File: config.mk
export PLATFORM = sky130hd
export DESIGN_NAME = mmio_slot_router
export DESIGN_NICKNAME = d
export VERILOG_FILES = /design/src/rtl/mmio_slot_router.sv
export SDC_FILE = /design/constraint.sdc
export NUM_CORES = 1
export LEC_CHECK = 0
export CAP_MARGIN = 20
export CELL_PAD_IN_SITES_DETAIL_PLACEMENT = 0
export CELL_PAD_IN_SITES_GLOBAL_PLACEMENT = 1
export CORE_MARGIN = 8
export CORE_UTILIZATION = 25
export CTS_CLUSTER_DIAMETER = 60
export DETAILED_ROUTE_END_ITERATION = 8
export PLACE_DENSITY_LB_ADDON = 0.1
export SYNTH_ARGS = -nofsm -noshare
export SYNTH_HDL_FRONTEND = slang
export SYNTH_SLANG_ARGS = --single-unit
File: constraint.sdc
create_clock -name clk -period 2.9 [get_ports clk]
set_input_delay 0.29 -clock clk [delete_from_list [all_inputs] [get_ports clk]]
set_output_delay 0.29 -clock clk [all_outputs]
set_load 0.005 [all_outputs]
File: src/rtl/mmio_slot_router.sv
// Single-outstanding MMIO router: region check, 2-to-4 slot decode, ack/timeout wait,
// and a one-cycle registered completion back to the CPU.
module mmio_slot_router #(
  parameter logic [31:0] BASE    = 32'h4000_0000,
  parameter int          SEL_LSB = 8,
  parameter int          TIMEOUT = 15
) (
  input  logic                 clk,
  input  logic                 rst,
  input  logic                 cpu_valid,
  output logic                 cpu_ready,
  input  logic [31:0]          cpu_addr,
  input  logic                 cpu_wr_ena,
  input  logic [31:0]          cpu_wdata,
  output logic                 cpu_rvalid,
  output logic [31:0]          cpu_rdata,
  output logic                 cpu_err,
  output logic [3:0]           slot_sel,
  output logic                 slot_wr_ena,
  output logic [SEL_LSB-1:0]   slot_addr,
  output logic [31:0]          slot_wdata,
  input  logic [127:0]         slot_rdata,
  input  logic [3:0]           slot_ack
);

  typedef enum logic [1:0] {
    ST_IDLE = 2'd0,
    ST_WAIT = 2'd1,
    ST_RESP = 2'd2
  } state_t;

  localparam int         REG_LSB  = SEL_LSB + 2;
  localparam logic [7:0] TMO_LAST = 8'(TIMEOUT - 1);

  state_t               r_state;
  logic [7:0]           r_cnt;
  logic [3:0]           r_sel;
  logic                 r_wr;
  logic [SEL_LSB-1:0]   r_addr;
  logic [31:0]          r_wdata;
  logic                 r_rvalid;
  logic [31:0]          r_rdata;
  logic                 r_err;

  state_t               w_state_nxt;
  logic [7:0]           w_cnt_nxt;
  logic [3:0]           w_sel_nxt;
  logic                 w_wr_nxt;
  logic [SEL_LSB-1:0]   w_addr_nxt;
  logic [31:0]          w_wdata_nxt;
  logic                 w_rvalid_nxt;
  logic [31:0]          w_rdata_nxt;
  logic                 w_err_nxt;
  logic                 w_in_region;
  logic                 w_ack;
  logic [31:0]          w_sel_data;

  assign cpu_ready   = (r_state == ST_IDLE);
  assign cpu_rvalid  = r_rvalid;
  assign cpu_rdata   = r_rdata;
  assign cpu_err     = r_err;
  assign slot_sel    = r_sel;
  assign slot_wr_ena = r_wr;
  assign slot_addr   = r_addr;
  assign slot_wdata  = r_wdata;

  assign w_in_region = (cpu_addr[31:REG_LSB] == BASE[31:REG_LSB]);
  // Only the selected slot's ack counts; others are masked off.
  assign w_ack       = |(slot_ack & r_sel);

  // Read-data mux driven by the one-hot select.
  always_comb begin
    w_sel_data = 32'd0;
    for (int k = 0; k < 4; k++) begin
      w_sel_data = w_sel_data | (slot_rdata[32*k +: 32] & {32{r_sel[k]}});
    end
  end

  // Next-state and next-output computation.
  always_comb begin
    w_state_nxt  = r_state;
    w_cnt_nxt    = r_cnt;
    w_sel_nxt    = r_sel;
    w_wr_nxt     = r_wr;
    w_addr_nxt   = r_addr;
    w_wdata_nxt  = r_wdata;
    w_rvalid_nxt = 1'b0;
    w_rdata_nxt  = 32'd0;
    w_err_nxt    = 1'b0;
    case (r_state)
      ST_IDLE: begin
        if (cpu_valid) begin
          if (w_in_region) begin
            w_sel_nxt   = 4'b0001 << cpu_addr[SEL_LSB+1:SEL_LSB];
            w_wr_nxt    = cpu_wr_ena;
            w_addr_nxt  = cpu_addr[SEL_LSB-1:0];
            w_wdata_nxt = cpu_wdata;
            w_cnt_nxt   = 8'd0;
            w_state_nxt = ST_WAIT;
          end else begin
            w_rvalid_nxt = 1'b1;
            w_err_nxt    = 1'b1;
            w_state_nxt  = ST_RESP;
          end
        end else begin
          w_state_nxt = ST_IDLE;
        end
      end
      ST_WAIT: begin
        // Ack is checked first so it wins over the final timeout count.
        if (w_ack) begin
          w_rvalid_nxt = 1'b1;
          w_rdata_nxt  = r_wr ? 32'd0 : w_sel_data;
          w_sel_nxt    = 4'd0;
          w_wr_nxt     = 1'b0;
          w_state_nxt  = ST_RESP;
        end else if (r_cnt == TMO_LAST) begin
          w_rvalid_nxt = 1'b1;
          w_err_nxt    = 1'b1;
          w_sel_nxt    = 4'd0;
          w_wr_nxt     = 1'b0;
          w_state_nxt  = ST_RESP;
        end else begin
          w_cnt_nxt = r_cnt + 8'd1;
        end
      end
      ST_RESP: begin
        w_sel_nxt   = 4'd0;
        w_wr_nxt    = 1'b0;
        w_state_nxt = ST_IDLE;
      end
      default: begin
        w_sel_nxt   = 4'd0;
        w_wr_nxt    = 1'b0;
        w_state_nxt = ST_IDLE;
      end
    endcase
  end

  // State and registered outputs, synchronous active-low reset.
  always_ff @(posedge clk) begin
    if (!rst) begin
      r_state  <= ST_IDLE;
      r_cnt    <= 8'd0;
      r_sel    <= 4'd0;
      r_wr     <= 1'b0;
      r_addr   <= '0;
      r_wdata  <= 32'd0;
      r_rvalid <= 1'b0;
      r_rdata  <= 32'd0;
      r_err    <= 1'b0;
    end else begin
      r_state  <= w_state_nxt;
      r_cnt    <= w_cnt_nxt;
      r_sel    <= w_sel_nxt;
      r_wr     <= w_wr_nxt;
      r_addr   <= w_addr_nxt;
      r_wdata  <= w_wdata_nxt;
      r_rvalid <= w_rvalid_nxt;
      r_rdata  <= w_rdata_nxt;
      r_err    <= w_err_nxt;
    end
  end

endmodule
* Yosys cells after proc, flatten, opt, wreduce, memory -nomap -nowiden
Index checks and enable logic that the tools add are counted.
Operators by class: add/sub/neg operators 1, $mul 0, div/mod/pow operators 0, $lt $le $gt $ge 0, equal/unequal tests 8, shifts and indexed selects 1, mux-type cells 27, bitwise operators 11, reductions and logical operators 7
Operator list (number):
- AND 32 bit | 4
- OR 32 bit | 3
- two-way mux 8 bit | 4
- equality test 22 x 21 -> 1 bit (second input constant) | 1
- two-way mux 4 bit | 4
- case mux 8 bit (2 select lines) | 1
- two-way mux 1 bit | 9
- adder 8 x 1 -> 8 bit (second input constant) | 1
- equality test 8 x 4 -> 1 bit (second input constant) | 1
- two-way mux 2 bit | 4
- case mux 4 bit (2 select lines) | 1
- OR reduction 4 bit | 2
- inequality test 2 bit (second input constant) | 3
- case mux 1 bit (2 select lines) | 3
- AND reduction 3 bit | 2
- AND reduction 5 bit | 1
- AND 4 bit | 1
- case mux 2 bit (2 select lines) | 1
- left shift 1 x 2 -> 4 bit (first input constant) | 1
- inequality test 3 bit (second input constant) | 1
- inverter 1 bit | 3
- equality test 2 x 1 -> 1 bit (second input constant) | 1
- zero test 2 bit | 1
- inequality test 2 x 1 -> 1 bit (second input constant) | 1
- nonzero test 2 bit | 1
Storage, ports and cells: flip-flop bits (word level) 89, latch bits 0, bits in writable memories 0, bits in read-only memories 0, input port bits 200, output and inout bits 80, memories 0

* Longest topological paths before layout
Gate-level depths: netlist (run 1).
word-level depth 4, gate-level depth with buffers 7, gate-level depth less buffers 6

* Worst setup path before layout (run 1)
No wires, ideal clock.
kind flip-flop to flip-flop, start point register r_cnt[0], end point register r_cnt[5], setup time 60 ps, arrival time 1551 ps, slack 1289 ps, stages on the path, launching flop included 8, buffers on the path 1, path through dfxtp_1 inv_1 ha_1 and3_4 or3_1 buf_2 a21oi_2 o221a_1
Between the ends: word-level cells in the longest chain between the ends 4
RTL lines:
- start, declared | line 36 | logic [7:0] r_cnt;
- start signal, assigned | line 154 | r_cnt <= w_cnt_nxt;
- adder 8 x 1 -> 8 bit | line 124 | w_cnt_nxt = r_cnt + 8'd1;
- two-way mux 8 bit | line 117 | end else if (r_cnt == TMO_LAST) begin
- two-way mux 8 bit | line 111 | if (w_ack) begin
- case mux 8 bit (2 select lines) | line 90 | case (r_state)
Parallel ways exist; a longest one is shown, timed or not. The select of a mux whose other input is x is not followed. A chain may end at the register's enable or synchronous reset.

* Final worst setup path (run 1)
start point register r_sel[2] (netlist: slot_sel[2]), end point output port slot_sel[2]
RTL lines:
- start, declared | line 37 | logic [3:0] r_sel;
- start signal, assigned | line 155 | r_sel <= w_sel_nxt;
- end, declared | line 18 | output logic [3:0] slot_sel,
No word-level cell between the ends.

==> results.json, run 1 <==
{
  "status": "finished clean",
  "critPathBufInv": 2,
  "routedWlPerCell_um": 19.1,
  "grt_max_degree": 51,
  "first_iter_violations": 181,
  "synthCells": 427,
  "synth.largest_area_cell": "dfxtp_1",
  "synth-compound-area-share_pct": 28.8,
  "hpwl_um": 12900,
  "layout.cells.non_filler": 877,
  "setup_ws_ns": 0.581,
  "crit_path_max_fanout": 21,
  "yosysTopAreaCellShare_pct": 47.9,
  "slew-limit-headroom_pct": 57.8,
  "seqPwrFrac_pct": 43.5,
  "placed_cells": 861,
  "syn-num-nets": 629,
  "swShare_pct": 19.5,
  "crit_path_max_incr_delay_ns": 0.72,
  "min_period_over_period_pct": 80.0,
  "grt_pass1_wl_um": 24300,
  "rr_startpoint": "slot_sel[2]$_SDFFE_PN0P_",
  "synth_adder_area_share_pct": 0.673,
  "routedLengthMet1_um": 6530,
  "worstSkewPairLatency_ns": 0.34,
  "die_w_um": 138,
  "grt_overflow_total": 0,
  "rsz0062_at_grt": "false",
  "layout-drive-gt1-share_pct": 5.34,
  "seq_area_frac_synth_pct": 47.9,
  "finish.utilization_pct": 47.5,
  "slew_violations": 0,
  "h-tree-depth": 3,
  "tightestPinTransition_ns": 0.632,
  "synth_edf_count": 0,
  "antenna_cells": 0,
  "startpoint_type": "flop",
  "worstPathRequired_ns": 2.61,
  "hold_viol": 0,
  "switching_power_mw": 0.549,
  "dr.pass1.iters": 4,
  "postRouteAntennaNets": 0,
  "hp-class": "flop to flop",
  "setup_tns_ns": 0,
  "synth_xor_area_share_pct": 0,
  "row_count": 44,
  "netlist_area_um2": 3720,
  "wirelength_um": 16800,
  "vias": 4250,
  "drc": 0,
  "clkSlewWorstSetupHoldPaths_ns": 0.07,
  "internal_power_mw": 2.27,
  "cts_buffers": 9,
  "ys_warn_count": 0,
  "multi_input_comb_area_um2": 1690,
  "cts_buffer_depth": 2,
  "synth_area_leaders": "dfxtp_1, a22oi_1, a21oi_1",
  "grt_antenna_before_repair": 0,
  "io_buffers": 279,
  "start_util_pct": 25.6,
  "top_layer": "met4",
  "power.total_mw": 2.82,
  "ios": 280,
  "synth-seq-cells": 89,
  "cp_cell_sequence": "buf_4 -> clkdlybuf4s50_1",
  "synth_top_family_by_area": "compound AO/OA/AOI/OAI gates",
  "rrSetupSlack_ns": 1.08,
  "fp.coreArea_um2": 14500,
  "postCtsHoldBufs": 0,
  "p_leak_nw": 2.23,
  "power.share.clock_pct": 45.6,
  "fin_skew_ns": 0.00885,
  "post_cts_buffers": 0,
  "dr_wl_met2_um": 8220,
  "cts_tree": "built",
  "fillers": 1397,
  "die_area_um2": 19000,
  "min_path_cells": 2,
  "clockRootBuffer": "clkbuf_16",
  "combPwrFrac_pct": 10.8,
  "area_delta_synth_final_pct": 85.5,
  "post_cts_resized": 0,
  "path_class": "flop to primary output",
  "avgSynthCellArea_um2": 8.71,
  "cp_data_arrival_time_ns": 2.03,
  "muxShareOfSynthArea_pct": 0,
  "seq_area_um2": 1780,
  "gp_congestion": 0.804,
  "detail_route.vias_per_cell": 4.85,
  "routed-wl-met3_um": 1760,
  "power_density_nw_per_um2": 408,
  "reg2reg_depth": 5,
  "async_reset_ff_share_pct": 0,
  "min_to": "slot_wdata[14]$_SDFFE_PN0P_",
  "hold_start": "slot_wdata[14]$_SDFFE_PN0P_",
  "worstReg2RegEnd": "r_cnt[7]$_SDFFE_PN0P_",
  "yosysUniqueCellTypes": 42,
  "vdd_drop_max_mv": 0.270,
  "slowest_stage": "dfxtp_1",
  "crit_family": "buffers and inverters",
  "cp-end-kind": "primary output",
  "synthSimpleGateAreaFrac_pct": 15.9,
  "synth_ff_type": "dfxtp_1",
  "clock_sinks": 89,
  "max_freq_ghz": 0.431,
  "grtUsageTotal_pct": 16.7,
  "finalSetupViolations": 0,
  "die_h_um": 138,
  "dpl_worst_slack_ns": 0.501,
  "first_global_vias": 4459,
  "maxCapViolations": 0,
  "nets": 890,
  "final.min_clock_period_ns": 2.32
}
[worst register-to-register path: cells and delay by family (launching register included)]
kind / cells / cell delay [ns]
and+or+nand+nor: 3 / 0.57
DFF: 1 / 0.72
AOI/OAI and AO/OA: 2 / 0.43
[how the worst max path moves through the flow]
stage                                        start               endpoint  slack (ns)  cells past startpoint
after CTS                 slot_sel[2]$_SDFFE_PN0P_            slot_sel[2]        0.54                      2
after global routing      slot_sel[2]$_SDFFE_PN0P_            slot_sel[2]        0.47                      2
after detailed placement              cpu_addr[14]  r_cnt[5]$_SDFFE_PN0P_        0.50                      6
final                     slot_sel[2]$_SDFFE_PN0P_            slot_sel[2]        0.58                      2
after floorplan              r_cnt[0]$_SDFFE_PN0P_  r_cnt[5]$_SDFFE_PN0P_        1.29                      7
after global placement                cpu_addr[14]  r_cnt[5]$_SDFFE_PN0P_        0.55                      6
[cells in the final DEF, fill, tap and decap left out, types with 2 or more instances in the layout]
cell | synthesis | final
a21oi_1 | 78 | 78
ha_1 | 2 | 2
a22o_1 | 2 | 2
clkbuf_8 | 0 | 2
clkinv_2 | 0 | 2
inv_1 | 3 | 3
clkdlybuf4s50_1 | 0 | 279
nand4_1 | 3 | 3
o21ai_0 | 3 | 3
a22oi_1 | 64 | 64
o2bb2ai_1 | 2 | 2
a311oi_1 | 2 | 2
and3_1 | 2 | 2
buf_4 | 0 | 8
nand3b_1 | 2 | 2
nand2_1 | 90 | 90
nor4_1 | 5 | 5
o221a_1 | 2 | 2
nand3_1 | 5 | 5
bufinv_16 | 0 | 2
nor2_1 | 9 | 9
a22oi_2 | 2 | 2
a21oi_2 | 4 | 4
dfxtp_1 | 89 | 89
clkbuf_16 | 0 | 9
o22ai_1 | 2 | 2
[flip-flops by register name, indices dropped and copies added (netlist names)]
signal and cells:
cpu_err 1, cpu_rdata 32, cpu_rvalid 1, r_cnt 8, r_state 2, slot_addr 8, slot_sel 4, slot_wdata 32
slot_wr_ena 1
[kinds of logic after synthesis]
family | count (synthesis)
AO/OA/AOI/OAI | 166
AND/OR/NAND/NOR | 129
flip-flops | 89
buffers and inverters | 41
adder cells (fa/ha/maj) | 2
[metal layers]
layer / global-route usage, % / vias up
met4: 6.27 / 0
met3: 6.81 / 14
li1: - / 2067
met2: 27.8 / 185
met5: 0 / -
met1: 18.8 / 1984
[stage by stage]
stage	cell area (um^2)	hold slack [ns]
6_report	6900	0.449
2_1_floorplan	3720	0.378
3_3_place_gp	6570	0.437
4_1_cts	6900	0.451
5_1_grt	6900	0.470
3_5_place_dp	6570	0.443
[power by group through the flow]
stage	clock (mW)	combinational [mW]	sequential (mW)
final	1.28	0.305	1.23
after CTS	1.33	0.306	1.23
after detailed placement	0	0.304	1.25
after global routing	1.38	0.322	1.23
after global placement	0	0.303	1.25
after floorplan	0	0.0205	1.25
[Yosys cell counts, types with 3 or more instances]
master	number
nor4_1	5
a21oi_2	4
a22oi_1	64
nand4_1	3
buf_12	5
inv_1	3
o21ai_0	3
nand3_1	5
dfxtp_1	89
a21oi_1	78
nand2_1	90
buf_2	12
nor2_1	9
clkbuf_1	20
[layout make-up]
cell class / count / share of cell area, %
sequential: 89 / 25.8
tap: 184 / 3.34
timing repair buffer: 287 / 41.4
clock inverter: 5 / 1.12
clock buffer: 11 / 3.66
inverter: 4 / 0.218
multi-input combinational: 297 / 24.5
(Power assumes the default switching activity.)
==> run 2: changes to the inputs <==
--- a/config.mk
+++ b/config.mk
@@ -9,7 +9,7 @@
 export CELL_PAD_IN_SITES_DETAIL_PLACEMENT = 0
 export CELL_PAD_IN_SITES_GLOBAL_PLACEMENT = 1
 export CORE_MARGIN = 8
-export CORE_UTILIZATION = 25
+export CORE_UTILIZATION = 21
 export CTS_CLUSTER_DIAMETER = 60
 export DETAILED_ROUTE_END_ITERATION = 8
 export PLACE_DENSITY_LB_ADDON = 0.1
==> constraint.sdc (replaced) <==
create_clock -name clk -period 2 [get_ports clk]
set_input_delay 0.2 -clock clk [delete_from_list [all_inputs] [get_ports clk]]
set_output_delay 0.2 -clock clk [all_outputs]
set_load 0.005 [all_outputs]
==> results.json, run 2 (same netlist as run 1, synthesis figures left out) <==
{
  "nets": 893,
  "grt_overflow_total": 0,
  "vdd_drop_max_mv": 0.355,
  "h-tree-depth": 3,
  "p_leak_nw": 2.25,
  "cts_buffer_depth": 2,
  "clock_sinks": 89,
  "final.min_clock_period_ns": 1.90,
  "clkSlewWorstSetupHoldPaths_ns": 0.07,
  "die_area_um2": 22200,
  "die_h_um": 149,
  "grt_use_met1_pct": 18.2,
  "ios": 280,
  "first_global_vias": 4511,
  "fin_skew_ns": 0.00593,
  "clockRootBuffer": "clkbuf_16",
  "grtUsageMet2_pct": 24.8,
  "busiest_layer": "met2",
  "start_util_pct": 21.5,
  "rsz0062_at_grt": "false",
  "hold_viol": 0,
  "max_freq_ghz": 0.525,
  "startpoint_type": "flop",
  "cp-end-kind": "primary output",
  "maxCapViolations": 0,
  "slew-limit-headroom_pct": 62.7,
  "grtUsageTotal_pct": 15.6,
  "detail_route.vias_per_cell": 4.56,
  "hp-class": "input port to flop",
  "worstPathRequired_ns": 1.80,
  "cts_tree": "built",
  "drc": 0,
  "final_common_cell": "clkdlybuf4s50_1",
  "gp_congestion": 0.729,
  "grt_max_degree": 51,
  "power.total_mw": 3.95,
  "final_cell_mix": "clkdlybuf4s50_1, nand2_1, dfxtp_1",
  "die_w_um": 149,
  "postCtsHoldBufs": 0,
  "setup_tns_ns": 0,
  "layout-drive-gt1-share_pct": 5.61,
  "routedWlPerCell_um": 19.2,
  "grt_antenna_before_repair": 2,
  "crit_path_max_fanout": 34,
  "path_class": "flop to primary output",
  "row_count": 48,
  "min_period_over_period_pct": 95.2,
  "io_buffers": 279,
  "dr.pass1.iters": 4,
  "status": "finished clean",
  "tightestPinTransition_ns": 0.559,
  "use_met3_pct": 6.13,
  "wirelength_um": 17700,
  "finalSetupViolations": 0,
  "first_iter_violations": 248,
  "fp.coreArea_um2": 17300,
  "area_delta_synth_final_pct": 88.4,
  "worstSkewPairLatency_ns": 0.34,
  "grt_pass1_wl_um": 26700,
  "hpwl_um": 13700,
  "cts_buffers": 9,
  "slew_violations": 0,
  "cp_data_arrival_time_ns": 1.70,
  "postRouteAntennaNets": 0,
  "power_density_nw_per_um2": 564,
  "vias": 4205
}
==> run 2: changes by cell type in the layout (fill, tap and decap cells not counted) <==
cell and change:
buf_12 +4, buf_4 -2, clkinv_2 -2, clkinvlp_4 +2, diode_2 +2, buf_6 +1
bufinv_16 -1
==> run 2: metal layers <==
| metal | wire, um | up-vias |
|---|---|---|
| met3 | 1690 | 23 |
| met4 | 420 | 0 |
| li1 | - | 2068 |
| met2 | 8380 | 205 |
| met5 | 0 | - |
| met1 | 7230 | 1909 |
==> run 2: worst paths after layout <==
kind | from | to | slack [ns] | depth (start not counted)
max | slot_sel[0]$_SDFFE_PN0P_ | slot_sel[0] | 0.1 | 2
min reg2reg | slot_wdata[8]$_SDFFE_PN0P_ | slot_wdata[8]$_SDFFE_PN0P_ | 0.45 | 2
min | cpu_wdata[25] | slot_wdata[25]$_SDFFE_PN0P_ | 0.41 | 3
max reg2reg | r_cnt[0]$_SDFFE_PN0P_ | r_cnt[4]$_SDFFE_PN0P_ | 0.22 | 6
==> run 2: per-stage QoR <==
| stage | util (%) | area (um^2) | setup WS (ns) | hold WS [ns] | instances |
|---|---|---|---|---|---|
| final | 40.5 | 7000 | 0.0952 | 0.408 | 922 |
| after global routing | 40.5 | 7000 | 0.0107 | 0.397 | 922 |
| after CTS | 40.4 | 7000 | 0.0578 | 0.389 | 920 |
| after detailed placement | 38.7 | 6690 | -0.0389 | 0.443 | 905 |
| after global placement | 38.7 | 6690 | 0.00690 | 0.437 | 905 |
| after floorplan | - | 3720 | 0.389 | 0.288 | 427 |
==> run 2: worst max-delay path, cell delays in order, from the launching register on <==
cell and delay, ns:
dfxtp_1 0.36, buf_4 0.40, clkdlybuf4s50_1 0.60
==> run 2: area by class of cell <==
cell class / instances / area [um^2]
Multi-Input combinational cell: 297 / 1690
Inverter: 4 / 15.0
Antenna cell: 2 / 5.00
Timing Repair Buffer: 290 / 2930
Sequential cell: 89 / 1780
Clock inverter: 4 / 52.6
Tap cell: 225 / 282
Clock buffer: 11 / 253
Fill cell: 1689 / 10300
==> run 2: where the power goes <==
group	total (mW)	switching [mW]	leakage, nW	internal (mW)
logic	0.444	0.0912	1.39	0.352
clock network	1.73	0.697	0.140	1.03
registers	1.78	0.00232	0.717	1.78
total	3.95	0.791	2.25	3.16
==> run 2: what timing repair did <==
action                     4_1_cts  5_1_grt
setup buffers                    0        0
setup endpoints to repair        0        1
gates resized for setup          0        1
==> run 3: changes to the inputs <==
--- a/config.mk
+++ b/config.mk
@@ -9,9 +9,10 @@
 export CELL_PAD_IN_SITES_DETAIL_PLACEMENT = 0
 export CELL_PAD_IN_SITES_GLOBAL_PLACEMENT = 1
 export CORE_MARGIN = 8
-export CORE_UTILIZATION = 21
+export CORE_UTILIZATION = 23
 export CTS_CLUSTER_DIAMETER = 60
 export DETAILED_ROUTE_END_ITERATION = 8
+export MAX_ROUTING_LAYER = met4
 export PLACE_DENSITY_LB_ADDON = 0.1
 export SYNTH_ARGS = -nofsm -noshare
 export SYNTH_HDL_FRONTEND = slang
==> constraint.sdc (replaced) <==
create_clock -name clk -period 1.96 [get_ports clk]
set_input_delay 0.196 -clock clk [delete_from_list [all_inputs] [get_ports clk]]
set_output_delay 0.196 -clock clk [all_outputs]
set_load 0.005 [all_outputs]
==> results.json, run 3 (same netlist as run 1, synthesis figures left out) <==
{
  "vdd_drop_max_mv": 0.391,
  "finish.utilization_pct": 44.0,
  "status": "finished clean",
  "die_w_um": 143,
  "swShare_pct": 20.3,
  "worstSetupPathDepth": 2,
  "slew-limit-headroom_pct": 62.2,
  "cp-end-kind": "primary output",
  "fillers": 1515,
  "final_cell_mix": "clkdlybuf4s50_1, nand2_1, dfxtp_1",
  "cp_data_arrival_time_ns": 1.68,
  "fp.coreArea_um2": 15800,
  "die_h_um": 143,
  "grt_pass1_wl_um": 25000,
  "postCtsHoldBufs": 0,
  "grt_antenna_before_repair": 1,
  "dr.pass1.iters": 4,
  "power.share.clock_pct": 42.6,
  "wirelength_um": 17100,
  "routedWlPerCell_um": 18.7,
  "max_freq_ghz": 0.534,
  "slowest_stage": "clkdlybuf4s50_1",
  "maxCapViolations": 0,
  "ios": 280,
  "clockRootBuffer": "clkbuf_16",
  "cp_cell_sequence": "buf_4 -> clkdlybuf4s50_1",
  "combPwrFrac_pct": 11.4,
  "detail_route.vias_per_cell": 4.60,
  "layout-drive-gt1-share_pct": 5.46,
  "post_cts_resized": 0,
  "io_buffers": 279,
  "rsz0062_at_grt": "false",
  "rr_startpoint": "r_cnt[0]$_SDFFE_PN0P_",
  "cts_buffers": 9,
  "startpoint_type": "flop",
  "reg2reg_depth": 6,
  "worstPathRequired_ns": 1.76,
  "area_delta_synth_final_pct": 87.2,
  "nets": 894,
  "fin_skew_ns": 0.00553,
  "postRouteAntennaNets": 0,
  "multi_input_comb_area_um2": 1690,
  "rrSetupSlack_ns": 0.19,
  "h-tree-depth": 3,
  "crit_path_max_fanout": 34,
  "endpoint": "slot_sel[3]",
  "start_util_pct": 23.5,
  "post_cts_buffers": 0,
  "first_global_vias": 4542,
  "seqPwrFrac_pct": 46.0,
  "worstSkewPairLatency_ns": 0.34,
  "cts_buffer_depth": 2,
  "first_iter_violations": 238,
  "clock_sinks": 89,
  "min_period_over_period_pct": 95.5,
  "grt_max_degree": 51,
  "power_density_nw_per_um2": 567,
  "hold_viol": 0,
  "critPathBufInv": 2,
  "crit_family": "buffers and inverters",
  "die_area_um2": 20500,
  "crit_path_max_incr_delay_ns": 0.59,
  "crit_path_start": "slot_sel[3]$_SDFFE_PN0P_",
  "seq_area_um2": 1780,
  "cts_tree": "built",
  "worstReg2RegEnd": "r_cnt[5]$_SDFFE_PN0P_",
  "final_common_cell": "clkdlybuf4s50_1",
  "clkSlewWorstSetupHoldPaths_ns": 0.06,
  "row_count": 46,
  "p_leak_nw": 2.25,
  "drc": 0,
  "internal_power_mw": 3.15,
  "tightestPinTransition_ns": 0.566,
  "grtUsageTotal_pct": 16.5,
  "gp_congestion": 0.741,
  "grt_overflow_total": 0,
  "holdWs_ns": 0.404,
  "finalSetupViolations": 0,
  "path_class": "flop to primary output",
  "hpwl_um": 13200,
  "vias": 4196,
  "switching_power_mw": 0.801,
  "final.min_clock_period_ns": 1.87,
  "hp-class": "input port to flop",
  "slew_violations": 0
}
==> run 3: worst min path at each step <==
stage               cells past startpoint                        start                     endpoint
floorplan                               1                  cpu_addr[8]     slot_sel[2]$_SDFFE_PN0P_
global placement                        2  slot_wdata[25]$_SDFFE_PN0P_  slot_wdata[25]$_SDFFE_PN0P_
detailed placement                      2   slot_wdata[8]$_SDFFE_PN0P_   slot_wdata[8]$_SDFFE_PN0P_
CTS                                     3                cpu_wdata[23]  slot_wdata[23]$_SDFFE_PN0P_
global route                            3                  cpu_addr[4]    slot_addr[4]$_SDFFE_PN0P_
finish                                  3                cpu_wdata[23]  slot_wdata[23]$_SDFFE_PN0P_
==> run 3: layer usage <==
layer  global-route usage (%)  share of wire, %  vias to the layer above
met5                        -                 0                        -
li1                         -                 -                     2076
met4                     6.32               1.9                        0
met2                     25.8                48                      180
met1                     19.3                42                     1922
met3                     5.38               8.1                       18
==> run 3: power groups by stage <==
stage                     logic [mW]  clock network [mW]  registers, mW
after detailed placement       0.453                   0           1.85
after CTS                      0.455                1.75           1.81
after global placement         0.449                   0           1.85
final                          0.451                1.68           1.81
after global routing           0.479                1.83           1.81
after floorplan               0.0303                   0           1.85
==> run 3: layout make-up <==
cell class,count,share of cell area [%]
diodes,1,0.0359
well taps,216,3.88
clock inverters,4,0.647
multi-input cells,297,24.2
flip-flops and latches,89,25.6
clock buffers,11,3.34
repair buffers,291,42.1
inverters,4,0.216
==> run 3: worst min-delay path, cell delays in order <==
cell,delay (ns)
clkdlybuf4s50_1,0.39
nand2_1,0.05
a21oi_1,0.05
==> run 3: through the flow <==
stage | power [mW] | cell area, um^2 | worst slack [ns] | std cells | setup TNS (ns)
6_report | 3.95 | 6960 | 0.0878 | 913 | 0
5_1_grt | 4.12 | 6960 | 0.00158 | 913 | 0
4_1_cts | 4.02 | 6950 | 0.0480 | 912 | 0
3_5_place_dp | 2.31 | 6670 | -0.0585 | 897 | -1.43
3_3_place_gp | 2.30 | 6670 | -0.0258 | 897 | -0.0927
2_1_floorplan | 1.88 | 3720 | 0.349 | 427 | 0
